**src/rtl/sequential_isqrt_pkg.sv**
```systemverilog
// Shared types and constants for the sequential integer square-root unit.
// Holds the FSM state encoding, the root-width helper and the reset values.
package sqrt_pkg;

    typedef enum logic [1:0] {
        IDLE = 2'd0,
        CALC = 2'd1,
        DONE = 2'd2
    } state_e;

    localparam state_e RST_STATE     = IDLE;
    localparam logic   RST_IN_READY  = 1'b1;
    localparam logic   RST_OUT_VALID = 1'b0;
    localparam logic   RST_OUT_EXACT = 1'b0;

    // Number of root bits (and iterations) for a given radicand width.
    function automatic int root_width(input int width);
        return width / 2;
    endfunction

    // Bits needed to hold the step counter values 0..n.
    function automatic int cnt_width(input int n);
        return (n < 1) ? 1 : $clog2(n + 1);
    endfunction

endpackage

```
**src/rtl/sequential_isqrt_if.sv**
```systemverilog
// Producer/consumer handshake bundle for sequential_isqrt.
// out_exact exists only when SQRT_EXACT_FLAG_EN is defined.
interface sequential_isqrt_if #(
    parameter int WIDTH = 6
);
    localparam int N = sqrt_pkg::root_width(WIDTH);

    logic             in_valid;
    logic             in_ready;
    logic [WIDTH-1:0] in_data;
    logic             out_valid;
    logic             out_ready;
    logic [N-1:0]     out_root;
    logic [N:0]       out_rem;
`ifdef SQRT_EXACT_FLAG_EN
    logic             out_exact;

    modport master (
        output in_valid, in_data, out_ready,
        input  in_ready, out_valid, out_root, out_rem, out_exact
    );
    modport slave (
        input  in_valid, in_data, out_ready,
        output in_ready, out_valid, out_root, out_rem, out_exact
    );
`else
    modport master (
        output in_valid, in_data, out_ready,
        input  in_ready, out_valid, out_root, out_rem
    );
    modport slave (
        input  in_valid, in_data, out_ready,
        output in_ready, out_valid, out_root, out_rem
    );
`endif

endinterface

```
**src/rtl/sequential_isqrt_step.sv**
```systemverilog
// One restoring digit-by-digit square-root iteration (purely combinational).
// Consumes the next two radicand bits and produces the updated remainder and root.
module isqrt_step #(
    parameter int N = 3
) (
    input  logic [N:0]   r,
    input  logic [N-1:0] q,
    input  logic [1:0]   x_bits,
    output logic [N:0]   r_nxt,
    output logic [N-1:0] q_nxt
);
    localparam int TW = N + 3;
    localparam int RW = N + 1;

    logic [TW-1:0] t_s;
    logic [TW-1:0] d_s;
    logic          ge_s;

    // Trial subtraction of (4Q+1) from the shifted remainder; the result fits in N+1 bits.
    always_comb begin
        t_s  = {r, x_bits};
        d_s  = {1'b0, q, 2'b01};
        ge_s = (t_s >= d_s);
        if (ge_s) begin
            r_nxt = RW'(t_s - d_s);
        end else begin
            r_nxt = t_s[N:0];
        end
        q_nxt = N'({q, ge_s});
    end

endmodule

```
**src/rtl/sequential_isqrt.sv**
```systemverilog
// Iterative floor square root with remainder, one root bit per clock, valid/ready on both sides.
// Optional out_exact flag is built when SQRT_EXACT_FLAG_EN is defined.
module sequential_isqrt
    import sqrt_pkg::*;
#(
    parameter int WIDTH = 6
) (
    input  logic               clk,
    input  logic               rst_n,
    sequential_isqrt_if.slave  bus
);
    localparam int N  = root_width(WIDTH);
    localparam int CW = cnt_width(N);
    localparam logic [CW-1:0] CNT_LOAD = CW'(N);
    localparam logic [CW-1:0] CNT_ONE  = CW'(1'b1);

    state_e           state_r;
    state_e           state_nxt_s;
    logic [WIDTH-1:0] x_r;
    logic [N:0]       r_r;
    logic [N-1:0]     q_r;
    logic [CW-1:0]    cnt_r;
    logic [N:0]       r_step_s;
    logic [N-1:0]     q_step_s;
    logic             load_s;
    logic             step_s;
    logic             last_s;

    logic             in_ready_r;
    logic             out_valid_r;
    logic [N-1:0]     out_root_r;
    logic [N:0]       out_rem_r;

    isqrt_step #(.N(N)) u_step (
        .r      (r_r),
        .q      (q_r),
        .x_bits (x_r[WIDTH-1:WIDTH-2]),
        .r_nxt  (r_step_s),
        .q_nxt  (q_step_s)
    );

    // State register.
    always_ff @(posedge clk or negedge rst_n) begin
        if (!rst_n) begin
            state_r <= RST_STATE;
        end else begin
            state_r <= state_nxt_s;
        end
    end

    // Next-state decode and datapath strobes.
    always_comb begin
        state_nxt_s = state_r;
        load_s      = 1'b0;
        step_s      = 1'b0;
        last_s      = 1'b0;
        case (state_r)
            IDLE: begin
                if (bus.in_valid) begin
                    load_s      = 1'b1;
                    state_nxt_s = CALC;
                end else begin
                    state_nxt_s = IDLE;
                end
            end
            CALC: begin
                step_s = 1'b1;
                if (cnt_r == CNT_ONE) begin
                    last_s      = 1'b1;
                    state_nxt_s = DONE;
                end else begin
                    state_nxt_s = CALC;
                end
            end
            DONE: begin
                if (bus.out_ready) begin
                    state_nxt_s = IDLE;
                end else begin
                    state_nxt_s = DONE;
                end
            end
            default: begin
                state_nxt_s = IDLE;
            end
        endcase
    end

    // Iteration registers: radicand shifter, partial remainder, partial root, step counter.
    always_ff @(posedge clk or negedge rst_n) begin
        if (!rst_n) begin
            x_r   <= {WIDTH{1'b0}};
            r_r   <= {(N+1){1'b0}};
            q_r   <= {N{1'b0}};
            cnt_r <= {CW{1'b0}};
        end else if (load_s) begin
            x_r   <= bus.in_data;
            r_r   <= {(N+1){1'b0}};
            q_r   <= {N{1'b0}};
            cnt_r <= CNT_LOAD;
        end else if (step_s) begin
            x_r   <= x_r << 2'd2;
            r_r   <= r_step_s;
            q_r   <= q_step_s;
            cnt_r <= cnt_r - CNT_ONE;
        end else begin
            x_r   <= x_r;
            r_r   <= r_r;
            q_r   <= q_r;
            cnt_r <= cnt_r;
        end
    end

    // Result registers are loaded on the final step so they stay put while Q/R restart.
    always_ff @(posedge clk or negedge rst_n) begin
        if (!rst_n) begin
            in_ready_r  <= RST_IN_READY;
            out_valid_r <= RST_OUT_VALID;
            out_root_r  <= {N{1'b0}};
            out_rem_r   <= {(N+1){1'b0}};
        end else begin
            in_ready_r  <= (state_nxt_s == IDLE);
            out_valid_r <= (state_nxt_s == DONE);
            if (last_s) begin
                out_root_r <= q_step_s;
                out_rem_r  <= r_step_s;
            end else begin
                out_root_r <= out_root_r;
                out_rem_r  <= out_rem_r;
            end
        end
    end

    assign bus.in_ready  = in_ready_r;
    assign bus.out_valid = out_valid_r;
    assign bus.out_root  = out_root_r;
    assign bus.out_rem   = out_rem_r;

`ifdef SQRT_EXACT_FLAG_EN
    logic out_exact_r;

    // Exact flag is only high while the result is being presented.
    always_ff @(posedge clk or negedge rst_n) begin
        if (!rst_n) begin
            out_exact_r <= RST_OUT_EXACT;
        end else if (last_s) begin
            out_exact_r <= (r_step_s == {(N+1){1'b0}});
        end else if (state_nxt_s == DONE) begin
            out_exact_r <= out_exact_r;
        end else begin
            out_exact_r <= 1'b0;
        end
    end

    assign bus.out_exact = out_exact_r;
`endif

endmodule

```
**src/flat_wrapper.sv**
```systemverilog
// flat-port wrapper written by rule: the top's interface ports become plain ports
module sequential_isqrt_flat import sqrt_pkg::*;
#(
    parameter int WIDTH = 6
)
  (clk, rst_n, bus_in_valid, bus_in_data, bus_out_ready, bus_in_ready, bus_out_valid, bus_out_root, bus_out_rem);
  sequential_isqrt_if #(.WIDTH(WIDTH)) bus_i ();
  input  logic clk;
  input  logic rst_n;
  input wire logic [$bits(bus_i.in_valid)-1:0] bus_in_valid;
  input wire logic [$bits(bus_i.in_data)-1:0] bus_in_data;
  input wire logic [$bits(bus_i.out_ready)-1:0] bus_out_ready;
  output wire logic [$bits(bus_i.in_ready)-1:0] bus_in_ready;
  output wire logic [$bits(bus_i.out_valid)-1:0] bus_out_valid;
  output wire logic [$bits(bus_i.out_root)-1:0] bus_out_root;
  output wire logic [$bits(bus_i.out_rem)-1:0] bus_out_rem;
  assign bus_i.in_valid = bus_in_valid;
  assign bus_i.in_data = bus_in_data;
  assign bus_i.out_ready = bus_out_ready;
  assign bus_in_ready = bus_i.in_ready;
  assign bus_out_valid = bus_i.out_valid;
  assign bus_out_root = bus_i.out_root;
  assign bus_out_rem = bus_i.out_rem;
  sequential_isqrt #(.WIDTH(WIDTH)) u_core (.clk(clk), .rst_n(rst_n), .bus(bus_i));
endmodule
```
**config.mk**
```make
export PLATFORM = sky130hd
export DESIGN_NAME = sequential_isqrt_flat
export DESIGN_NICKNAME = d
export VERILOG_FILES = /design/src/rtl/sequential_isqrt_pkg.sv /design/src/rtl/sequential_isqrt_if.sv /design/src/rtl/sequential_isqrt_step.sv /design/src/rtl/sequential_isqrt.sv /design/src/flat_wrapper.sv
export SDC_FILE = /design/constraint.sdc
export NUM_CORES = 1
export LEC_CHECK = 0
export CELL_PAD_IN_SITES_DETAIL_PLACEMENT = 1
export CELL_PAD_IN_SITES_GLOBAL_PLACEMENT = 1
export CORE_UTILIZATION = 40
export CTS_CLUSTER_SIZE = 10
export DETAILED_ROUTE_END_ITERATION = 10
export PLACE_DENSITY_LB_ADDON = 0.1
export REMOVE_ABC_BUFFERS = 1
export SETUP_SLACK_MARGIN = 0.1
export SKIP_CTS_REPAIR_TIMING = 1
export SLEW_MARGIN = 5
export SYNTH_ARGS = -nofsm -noshare
export SYNTH_HDL_FRONTEND = slang
export SYNTH_HIERARCHICAL = 1
export SYNTH_SLANG_ARGS = --single-unit
export TNS_END_PERCENT = 10
```
**constraint.sdc**
```tcl
create_clock -name clk -period 4.5 [get_ports clk]
set_clock_uncertainty 0.2 [all_clocks]
set_input_delay 0.9 -clock clk [delete_from_list [all_inputs] [get_ports clk]]
set_output_delay 0.9 -clock clk [all_outputs]
set_load 0.01 [all_outputs]
```
==> results.py, run 1 <==
metrics = {
    "status": {
        "status": "finished, final reports clean",
    },
    "yosys": {
        "synth_edf_count": 0,
        "synth_area_um2": 1363,
        "syn_inst": 106,
        "ys_warn_count": 6,
        "postSynthAreaPerCell_um2": 12.85,
        "synth_cell_types": 35,
        "ys_seq_elements": 26,
        "synth_ff_type": "dfrtp_1",
        "ys_async_sr_fraction": 1.000,
        "seq_area_frac_synth": 0.4784,
    },
    "finish": {
        "nets": 139,
        "n_fill_cell": 342,
        "antenna_cells": 0,
        "drive_gt1_frac": 0.1885,
        "finalCoreUtilization": 0.5107,
        "layout_commonest_cell": "dfrtp_1",
        "most-common-layout-cells": "dfrtp_1, clkdlybuf4s50_1, inv_1, mux2_4, a22o_1",
        "syn2layout_area_growth_pct": 18.18,
    },
    "clock_network": {
        "cts_buffers": 3,
        "h-tree-depth": 1,
        "clk_latency_ps": 320,
        "cts.path.max_buffers": 2,
        "clk_pin_slew_ps": 150,
        "cts_num_sinks": 26,
        "cts_root_buffer": "clkbuf_4",
        "cts_tree": "built",
    },
    "timing": {
        "worst_slew_pin_slew_ps": 655.5,
        "setup_viol": 0,
        "hold_viol_final": 0,
        "whs_ps": 301.3,
        "slew_headroom": 0.5621,
        "finalCritPeriodShare": 0.5487,
        "fin_crit_ps": 2469,
        "rsz0062_at_grt": "no",
        "fmax_mhz": 405.0,
        "slew_viol_final": 0,
        "tns_ps": 0,
    },
    "worst_hold_path": {
        "hold_class": "register to register",
        "hp-start": "u_core/cnt_r[0]$_DFFE_PN0P_",
        "whs_endpoint": "u_core/cnt_r[0]$_DFFE_PN0P_",
        "hold_depth": 1,
    },
    "setup_path": {
        "cp_num_buf_inv": 1,
        "critPathTopFamily": "flip-flops",
        "cpMaxStageDelayCell": "dfstp_2",
        "critPathLaunchType": "register",
        "cp.arrival_ps": 1370,
        "cp_cell_sequence": "clkdlybuf4s50_1",
        "r2r-end": "u_core/bus.out_rem[3]$_DFFE_PN0P_",
        "worst-path-max-fanout": 1,
        "r2r_slack_ps": 2250,
        "rr_worst_depth": 7,
        "slowest_delay_ps": 540,
        "criticalPathCategory": "register to output port",
        "reg2reg_from": "u_core/q_r[1]$_DFFE_PN0P_",
        "cp_data_required_time_ps": 3400,
        "end_kind": "output port",
    },
    "drt": {
        "postRouteAntennaNets": 0,
        "drc": 0,
        "routed_wirelength_mm": 2.537,
        "avgViaCountPerCell": 5.452,
        "first_iter_violations": 23,
        "routed-via-count": 905,
        "wire_per_inst_um": 15.28,
        "dr.pass1.iters": 4,
    },
    "floorplanning": {
        "dieArea_um2": 3644,
        "core_um2": 3153,
        "die_w_um": 60.37,
        "io_pins": 19,
        "initial_utilization": 0.4321,
        "fp-row-count": 20,
        "die_h_um": 60.37,
    },
    "global_route": {
        "grt_usage": 0.1734,
        "grt_pass1_wl_mm": 4.560,
        "grt_max_degree": 27,
        "antenna_found_initial": 0,
        "grt_pass1_vias": 968,
        "grt-ovfl-total": 0,
    },
    "power": {
        "cellLeakagePower_nw": 0.7482,
        "ir_drop_mv": 0.2806,
        "p_per_area_nw_per_um2": 809.1,
    },
    "placed_design": {
        "port_buffers": 18,
        "post-dp-hpwl_mm": 1.876,
        "place_congestion": 0.7240,
    },
    "flow_run": {
        "maxCapViolCount": 0,
    },
}
==> sequential cells by signal, indices dropped and copies added, names as in the netlist <==
register,cells
u_core/state_r,2
u_core/q_r,3
u_core/r_r,4
u_core/cnt_r,2
u_core/bus.out_valid,1
u_core/x_r,6
u_core/bus.in_ready,1
u_core/bus.out_root,3
u_core/bus.out_rem,4
==> metrics by stage <==
step / worst slack (ps) / power [mW] / area, um2 / cells
2_1_floorplan: 2450 / 0.9419 / 1315 / 99
3_3_place_gp: 2039 / 1.128 / 1558 / 162
3_5_place_dp: 1980 / 1.161 / 1558 / 162
4_1_cts: 2004 / 1.326 / 1610 / 166
5_1_grt: 1972 / 1.418 / 1610 / 166
6_report: 2031 / 1.303 / 1610 / 166
==> layer usage <==
layer  share of wire  global-route usage  wire length [um]  up-vias
li1                -                   -                 -      430
met1            0.45              0.2090              1132      461
met2            0.52              0.2983              1312       12
met3           0.027             0.03198                68        2
met4          0.0095             0.08306                24        0
met5               0                   0                 0        -
==> cell usage after synthesis, types with 2 or more instances <==
cell type  count  area share
dfrtp_1       25        0.46
a22o_1         7       0.045
inv_1          7       0.019
mux2_4         7       0.077
ha_1           6       0.055
nand2b_1       6       0.028
or4b_1         5       0.037
o221a_2        4       0.033
buf_4          3       0.017
mux2i_1        3       0.022
a211o_1        2       0.013
a31oi_1        2      0.0092
buf_2          2      0.0073
nor3b_1        2       0.011
nor4bb_1       2       0.015
o21ai_0        2      0.0073
o21ai_1        2      0.0073
xnor2_1        2       0.013
==> cell type report <==
cell class	instances	area, um2	share of cell area
inverter	7	26.28	0.01632
timing repair buffer	19	187.7	0.1166
tap	44	55.05	0.03419
multi-input combinational	66	636.9	0.3955
clock inverter	1	30.03	0.01865
sequential	26	651.9	0.4048
clock buffer	3	22.52	0.01399
==> power breakdown <==
group | internal (mW) | leakage (nW) | switching [mW]
Combinational | 0.385 | 0.401 | 0.311
Sequential | 0.348 | 0.319 | 0.0999
Clock | 0.0900 | 0.0279 | 0.0681
==> logic make-up (layout without fill, tap and decap cells) <==
| family | count (synthesis) | count (layout) | synth area share |
|---|---|---|---|
| AO/OA/AOI/OAI | 27 | 27 | 0.1708 |
| flip-flops | 26 | 26 | 0.4784 |
| AND/OR/NAND/NOR | 20 | 20 | 0.1212 |
| buffers and inverters | 14 | 30 | 0.05418 |
| multiplexers | 11 | 11 | 0.1074 |
| adder cells (fa/ha/maj) | 6 | 6 | 0.05509 |
| XOR/XNOR | 2 | 2 | 0.01286 |
==> how the worst max path moves through the flow <==
stage	from	to	depth (start not counted)
6_report	u_core/bus.in_ready$_DFF_PN1_	bus_in_ready	1
5_1_grt	u_core/bus.in_ready$_DFF_PN1_	bus_in_ready	1
4_1_cts	u_core/bus.in_ready$_DFF_PN1_	bus_in_ready	1
3_5_place_dp	bus_in_valid	u_core/x_r[2]$_DFFE_PN0P_	3
3_3_place_gp	bus_in_valid	u_core/x_r[2]$_DFFE_PN0P_	3
2_1_floorplan	u_core/r_r[1]$_DFFE_PN0P_	u_core/bus.out_rem[3]$_DFFE_PN0P_	6
(Power assumes the default switching activity.)
==> inputs of run 2 (changes only) <==
==> constraint.sdc (replaced) <==
create_clock -name clk -period 2.45 [get_ports clk]
set_clock_uncertainty 0.2 [all_clocks]
set_input_delay 0.49 -clock clk [delete_from_list [all_inputs] [get_ports clk]]
set_output_delay 0.49 -clock clk [all_outputs]
set_load 0.01 [all_outputs]
==> results.py, run 2 (synthesis results as in run 1) <==
metrics = {
    "setup_path": {
        "criticalPathCategory": "register to register",
        "worst-path-max-fanout": 4,
        "cp_num_buf_inv": 1,
        "cp_cell_sequence": "inv_1, ha_1, or4_1, a31oi_1, or4b_1, o211ai_2, mux2_4",
        "startpoint": "u_core/q_r[1]$_DFFE_PN0P_",
        "slowest_delay_ps": 530,
        "r2r-end": "u_core/bus.out_rem[3]$_DFFE_PN0P_",
        "reg2reg_from": "u_core/q_r[1]$_DFFE_PN0P_",
        "cp_data_required_time_ps": 2470,
        "cp.depth": 7,
        "rr_worst_depth": 7,
        "end_kind": "register",
        "cpMaxStageDelayCell": "or4_1",
        "cp.arrival_ps": 2210,
        "r2r_slack_ps": 260,
        "critPathTopFamily": "simple AND/OR/NAND/NOR gates",
        "critPathLaunchType": "register",
    },
    "timing": {
        "worst_slew_pin_slew_ps": 589.2,
        "fin_ws_ps": 260.2,
        "fin_crit_ps": 2190,
        "hold_viol_final": 0,
        "slew_viol_final": 0,
        "finalCritPeriodShare": 0.8938,
        "rsz0062_at_grt": "no",
        "slew_headroom": 0.6064,
        "fmax_mhz": 456.7,
        "tns_ps": 0,
        "setup_viol": 0,
    },
    "drt": {
        "dr.pass1.iters": 4,
        "postRouteAntennaNets": 0,
        "wire_per_inst_um": 15.25,
        "routed_wirelength_mm": 2.546,
        "drc": 0,
        "avgViaCountPerCell": 5.461,
        "first_iter_violations": 19,
        "routed-via-count": 912,
    },
    "power": {
        "p_per_area_nw_per_um2": 1452,
        "power.total_mw": 2.311,
        "cellLeakagePower_nw": 0.7399,
        "ir_drop_mv": 0.4091,
    },
    "floorplanning": {
        "die_h_um": 60.37,
        "fp-row-count": 20,
        "initial_utilization": 0.4321,
        "core_um2": 3153,
        "io_pins": 19,
        "dieArea_um2": 3644,
        "die_w_um": 60.37,
    },
    "finish": {
        "nets": 140,
        "largest_register_ff_count": 6,
        "syn2layout_area_growth_pct": 16.80,
        "drive_gt1_frac": 0.1870,
        "final_area_um2": 1592,
        "seq_area_um2": 651.9,
        "antenna_cells": 0,
        "layout_commonest_cell": "dfrtp_1",
        "stdcell_count": 167,
        "multiInputGateArea_um2": 636.9,
        "most-common-layout-cells": "dfrtp_1, clkdlybuf4s50_1, inv_1, mux2_4, a22o_1",
        "n_fill_cell": 350,
        "regMostFlops": "u_core/x_r",
    },
    "clock_network": {
        "cts.path.max_buffers": 2,
        "cts_tree": "built",
        "cts_buffers": 3,
        "cts_root_buffer": "clkbuf_4",
        "clk_latency_ps": 310,
        "cts_num_sinks": 26,
        "h-tree-depth": 1,
        "clk_pin_slew_ps": 140,
    },
    "placed_design": {
        "port_buffers": 18,
        "place_area_um2": 1565,
        "place_congestion": 0.8459,
        "dp_cells": 163,
        "place_ws_ps": 286.3,
        "post-dp-hpwl_mm": 1.911,
    },
    "global_route": {
        "grt-ovfl-total": 0,
        "grt_max_degree": 27,
        "antenna_found_initial": 0,
        "grt_pass1_wl_mm": 4.471,
        "grt_usage": 0.1686,
        "grt_pass1_vias": 960,
    },
    "flow_run": {
        "maxCapViolCount": 0,
    },
    "status": {
        "status": "finished, final reports clean",
    },
    "worst_hold_path": {
        "hp-start": "u_core/cnt_r[0]$_DFFE_PN0P_",
        "hold_depth": 1,
        "hold_class": "register to register",
        "whs_endpoint": "u_core/cnt_r[0]$_DFFE_PN0P_",
    },
}
## run 2: changes by cell type in the layout (fill, tap and decap cells not counted), sizes merged
cell,previous run,this run
buf,1,2
bufinv,1,0
clkbuf,3,4
## run 2: cell type report
type | instances | share of cell area
Timing Repair Buffer | 20 | 0.1226
Multi-Input combinational cell | 66 | 0.4002
Tap cell | 44 | 0.03459
Clock buffer | 4 | 0.01651
Inverter | 7 | 0.01651
Sequential cell | 26 | 0.4096
## run 2: power breakdown
| group | switching, mW | internal [mW] |
|---|---|---|
| registers | 0.183 | 0.640 |
| logic | 0.573 | 0.733 |
| clock network | 0.119 | 0.0635 |
## run 2: metrics by stage
step / hold WS (ps) / util
floorplan: -5.591 / -
global placement: 272.1 / 0.4964
detailed placement: 294.5 / 0.4964
CTS: 319.7 / 0.5048
global route: 348.7 / 0.5048
finish: 312.6 / 0.5048
## run 2: worst max path at each step
stage,slack [ps],to
global route,140,u_core/bus.out_rem[3]$_DFFE_PN0P_
global placement,350,u_core/bus.out_rem[3]$_DFFE_PN0P_
floorplan,400,u_core/bus.out_rem[3]$_DFFE_PN0P_
CTS,260,u_core/bus.out_rem[3]$_DFFE_PN0P_
finish,260,u_core/bus.out_rem[3]$_DFFE_PN0P_
detailed placement,290,u_core/bus.out_rem[3]$_DFFE_PN0P_
## run 2: per-layer routing
layer | vias up | track usage | wire, um
met5 | - | 0 | 0
met4 | 0 | 0.09302 | 48
met3 | 4 | 0.02559 | 73
met2 | 16 | 0.2732 | 1246
met1 | 468 | 0.2159 | 1178
li1 | 424 | - | -
==> inputs of run 3 (changes only) <==
--- a/config.mk
+++ b/config.mk
@@ -5,9 +5,10 @@
 export SDC_FILE = /design/constraint.sdc
 export NUM_CORES = 1
 export LEC_CHECK = 0
+export ABC_AREA = 1
 export CELL_PAD_IN_SITES_DETAIL_PLACEMENT = 1
 export CELL_PAD_IN_SITES_GLOBAL_PLACEMENT = 1
-export CORE_UTILIZATION = 40
+export CORE_UTILIZATION = 39
 export CTS_CLUSTER_SIZE = 10
 export DETAILED_ROUTE_END_ITERATION = 10
 export PLACE_DENSITY_LB_ADDON = 0.1
==> results.py, run 3 <==
metrics = {
    "power": {
        "power.internal_mw": 1.185,
        "cellLeakagePower_nw": 0.8378,
        "netSwitchingPower_mw": 1.009,
        "clkPwrFrac": 0.099,
        "combPwrFrac": 0.553,
        "p_per_area_nw_per_um2": 1404,
        "ir_drop_mv": 0.6201,
        "sw_frac_of_total": 0.4600,
        "power.sequential.fraction": 0.348,
    },
    "global_route": {
        "grt_pass1_vias": 1142,
        "grt-ovfl-total": 0,
        "grt_pass1_wl_mm": 5.099,
        "grt_usage": 0.1913,
        "grt_max_degree": 27,
        "antenna_found_initial": 0,
    },
    "finish": {
        "nets": 200,
        "most-common-layout-cells": "nand2_1, dfrtp_1, clkdlybuf4s50_1",
        "antenna_cells": 0,
        "drive_gt1_frac": 0.09290,
        "largest_register_ff_count": 6,
        "layout_commonest_cell": "nand2_1",
        "syn2layout_area_growth_pct": 17.83,
        "regMostFlops": "u_core/x_r",
        "final_area_um2": 1563,
    },
    "timing": {
        "slew_viol_final": 0,
        "whs_ps": 286.3,
        "rsz0062_at_grt": "no",
        "tns_ps": 0,
        "slew_headroom": 0.6099,
        "fin_crit_ps": 2077,
        "setup_viol": 0,
        "hold_viol_final": 0,
        "worst_slew_pin_slew_ps": 585.1,
        "fmax_mhz": 481.4,
        "finalCritPeriodShare": 0.8479,
    },
    "yosys": {
        "yosys.area.top_type": "dfrtp_1",
        "seq_area_frac_synth": 0.4915,
        "ys_seq_elements": 26,
        "ys_warn_count": 6,
        "synth_edf_count": 0,
        "synth_top_area_frac": 0.4717,
        "syn_inst": 166,
        "ys_async_sr_fraction": 1.000,
        "post-synth-top-count-cell": "nand2_1",
        "netlist_top_cells_count": "nand2_1, dfrtp_1, inv_1",
        "synth_cell_types": 19,
        "synth_ff_type": "dfrtp_1",
        "postSynthAreaPerCell_um2": 7.990,
        "synthTopCellsByArea": "dfrtp_1, nand2_1, ha_1",
        "synth_area_um2": 1326,
    },
    "clock_network": {
        "cts.path.max_buffers": 2,
        "clk_pin_slew_ps": 140,
        "cts_num_sinks": 26,
        "cts_buffers": 3,
        "cts_root_buffer": "clkbuf_4",
        "clk_latency_ps": 320,
        "cts_tree": "built",
        "h-tree-depth": 1,
    },
    "floorplanning": {
        "die_w_um": 60.32,
        "fp-row-count": 20,
        "core_um2": 3128,
        "die_h_um": 60.32,
        "dieArea_um2": 3638,
        "io_pins": 19,
        "initial_utilization": 0.4240,
    },
    "worst_hold_path": {
        "whs_endpoint": "u_core/bus.out_rem[2]$_DFFE_PN0P_",
        "hp-start": "u_core/bus.out_rem[2]$_DFFE_PN0P_",
        "hold_class": "register to register",
        "hold_depth": 2,
    },
    "setup_path": {
        "cp.arrival_ps": 1390,
        "r2r_slack_ps": 630,
        "cp.depth": 1,
        "startpoint": "u_core/bus.in_ready$_DFF_PN1_",
        "worst-path-max-fanout": 1,
        "rr_worst_depth": 9,
        "r2r-end": "u_core/r_r[3]$_DFFE_PN0P_",
        "cp_num_buf_inv": 1,
        "critPathLaunchType": "register",
        "cpMaxStageDelayCell": "dfstp_2",
        "reg2reg_from": "u_core/q_r[0]$_DFFE_PN0P_",
        "end_kind": "output port",
        "critPathTopFamily": "flip-flops",
        "cp_data_required_time_ps": 1760,
        "slowest_delay_ps": 550,
        "criticalPathCategory": "register to output port",
        "cp_cell_sequence": "clkdlybuf4s50_1",
    },
    "placed_design": {
        "port_buffers": 18,
        "place_area_um2": 1526,
        "place_congestion": 0.7927,
        "post-dp-hpwl_mm": 2.252,
    },
    "drt": {
        "postRouteAntennaNets": 0,
        "first_iter_violations": 33,
        "routed-via-count": 1070,
        "routed_wirelength_mm": 2.934,
        "dr.pass1.iters": 4,
        "drc": 0,
        "wire_per_inst_um": 12.93,
        "avgViaCountPerCell": 4.714,
    },
    "status": {
        "status": "finished, final reports clean",
    },
    "flow_run": {
        "maxCapViolCount": 0,
    },
}
run 3: changes by cell type after synthesis, sizes merged, moves of 5 or more:
cell | previous run | this run
nand2 | 1 | 81
nand3 | 0 | 15
inv | 7 | 18
mux2 | 8 | 0
a22o | 7 | 0
nand2b | 6 | 0
nor2 | 0 | 5
or4b | 5 | 0
run 3: worst max-delay path by stage:
stage,to
global placement,u_core/bus.in_ready$_DFF_PN1_
global route,bus_in_ready
finish,bus_in_ready
detailed placement,u_core/q_r[1]$_DFFE_PN0P_
floorplan,u_core/r_r[0]$_DFFE_PN0P_
CTS,bus_in_ready
run 3: stage by stage:
step	setup WS, ps	power [mW]	instances	util
after floorplan	850.2	1.582	160	-
after global placement	451.2	1.929	223	0.4880
after detailed placement	391.8	2.003	223	0.4880
after CTS	346.7	2.230	227	0.4996
after global routing	319.7	2.411	227	0.4996
final	372.7	2.194	227	0.4996
run 3: layer usage:
| metal | global-route usage | share of wire | up-vias |
|---|---|---|---|
| li1 | - | - | 542 |
| met1 | 0.2351 | 0.45 | 514 |
| met2 | 0.3485 | 0.53 | 12 |
| met3 | 0.02597 | 0.018 | 2 |
| met4 | 0.04983 | 0.0051 | 0 |
| met5 | 0 | 0 | - |
run 3: cells by family (layout without fill, tap and decap cells):
group / count (synthesis) / after routing / synth area share
AOI/OAI and AO/OA: 4 / 4 / 0.02263
xor gates and xnor gates: 1 / 1 / 0.006605
adders and majority gates: 6 / 6 / 0.05660
buffers and inverters: 24 / 41 / 0.08302
DFF: 26 / 26 / 0.4915
and+or+nand+nor: 105 / 105 / 0.3396
run 3: power groups by stage:
stage	clock, mW	sequential (mW)	combinational (mW)
finish	0.217	0.764	1.21
floorplan	0	0.764	0.818
global placement	0	0.758	1.17
detailed placement	0	0.776	1.23
global route	0.236	0.789	1.39
CTS	0.228	0.767	1.23
run 3: layout make-up:
cell class / instances / area, um2
flip-flops and latches: 26 / 651.9
clock buffers: 4 / 36.28
inverters: 18 / 67.56
fillers: 401 / 1565
well taps: 44 / 55.05
repair buffers: 19 / 187.7
multi-input cells: 116 / 564.3
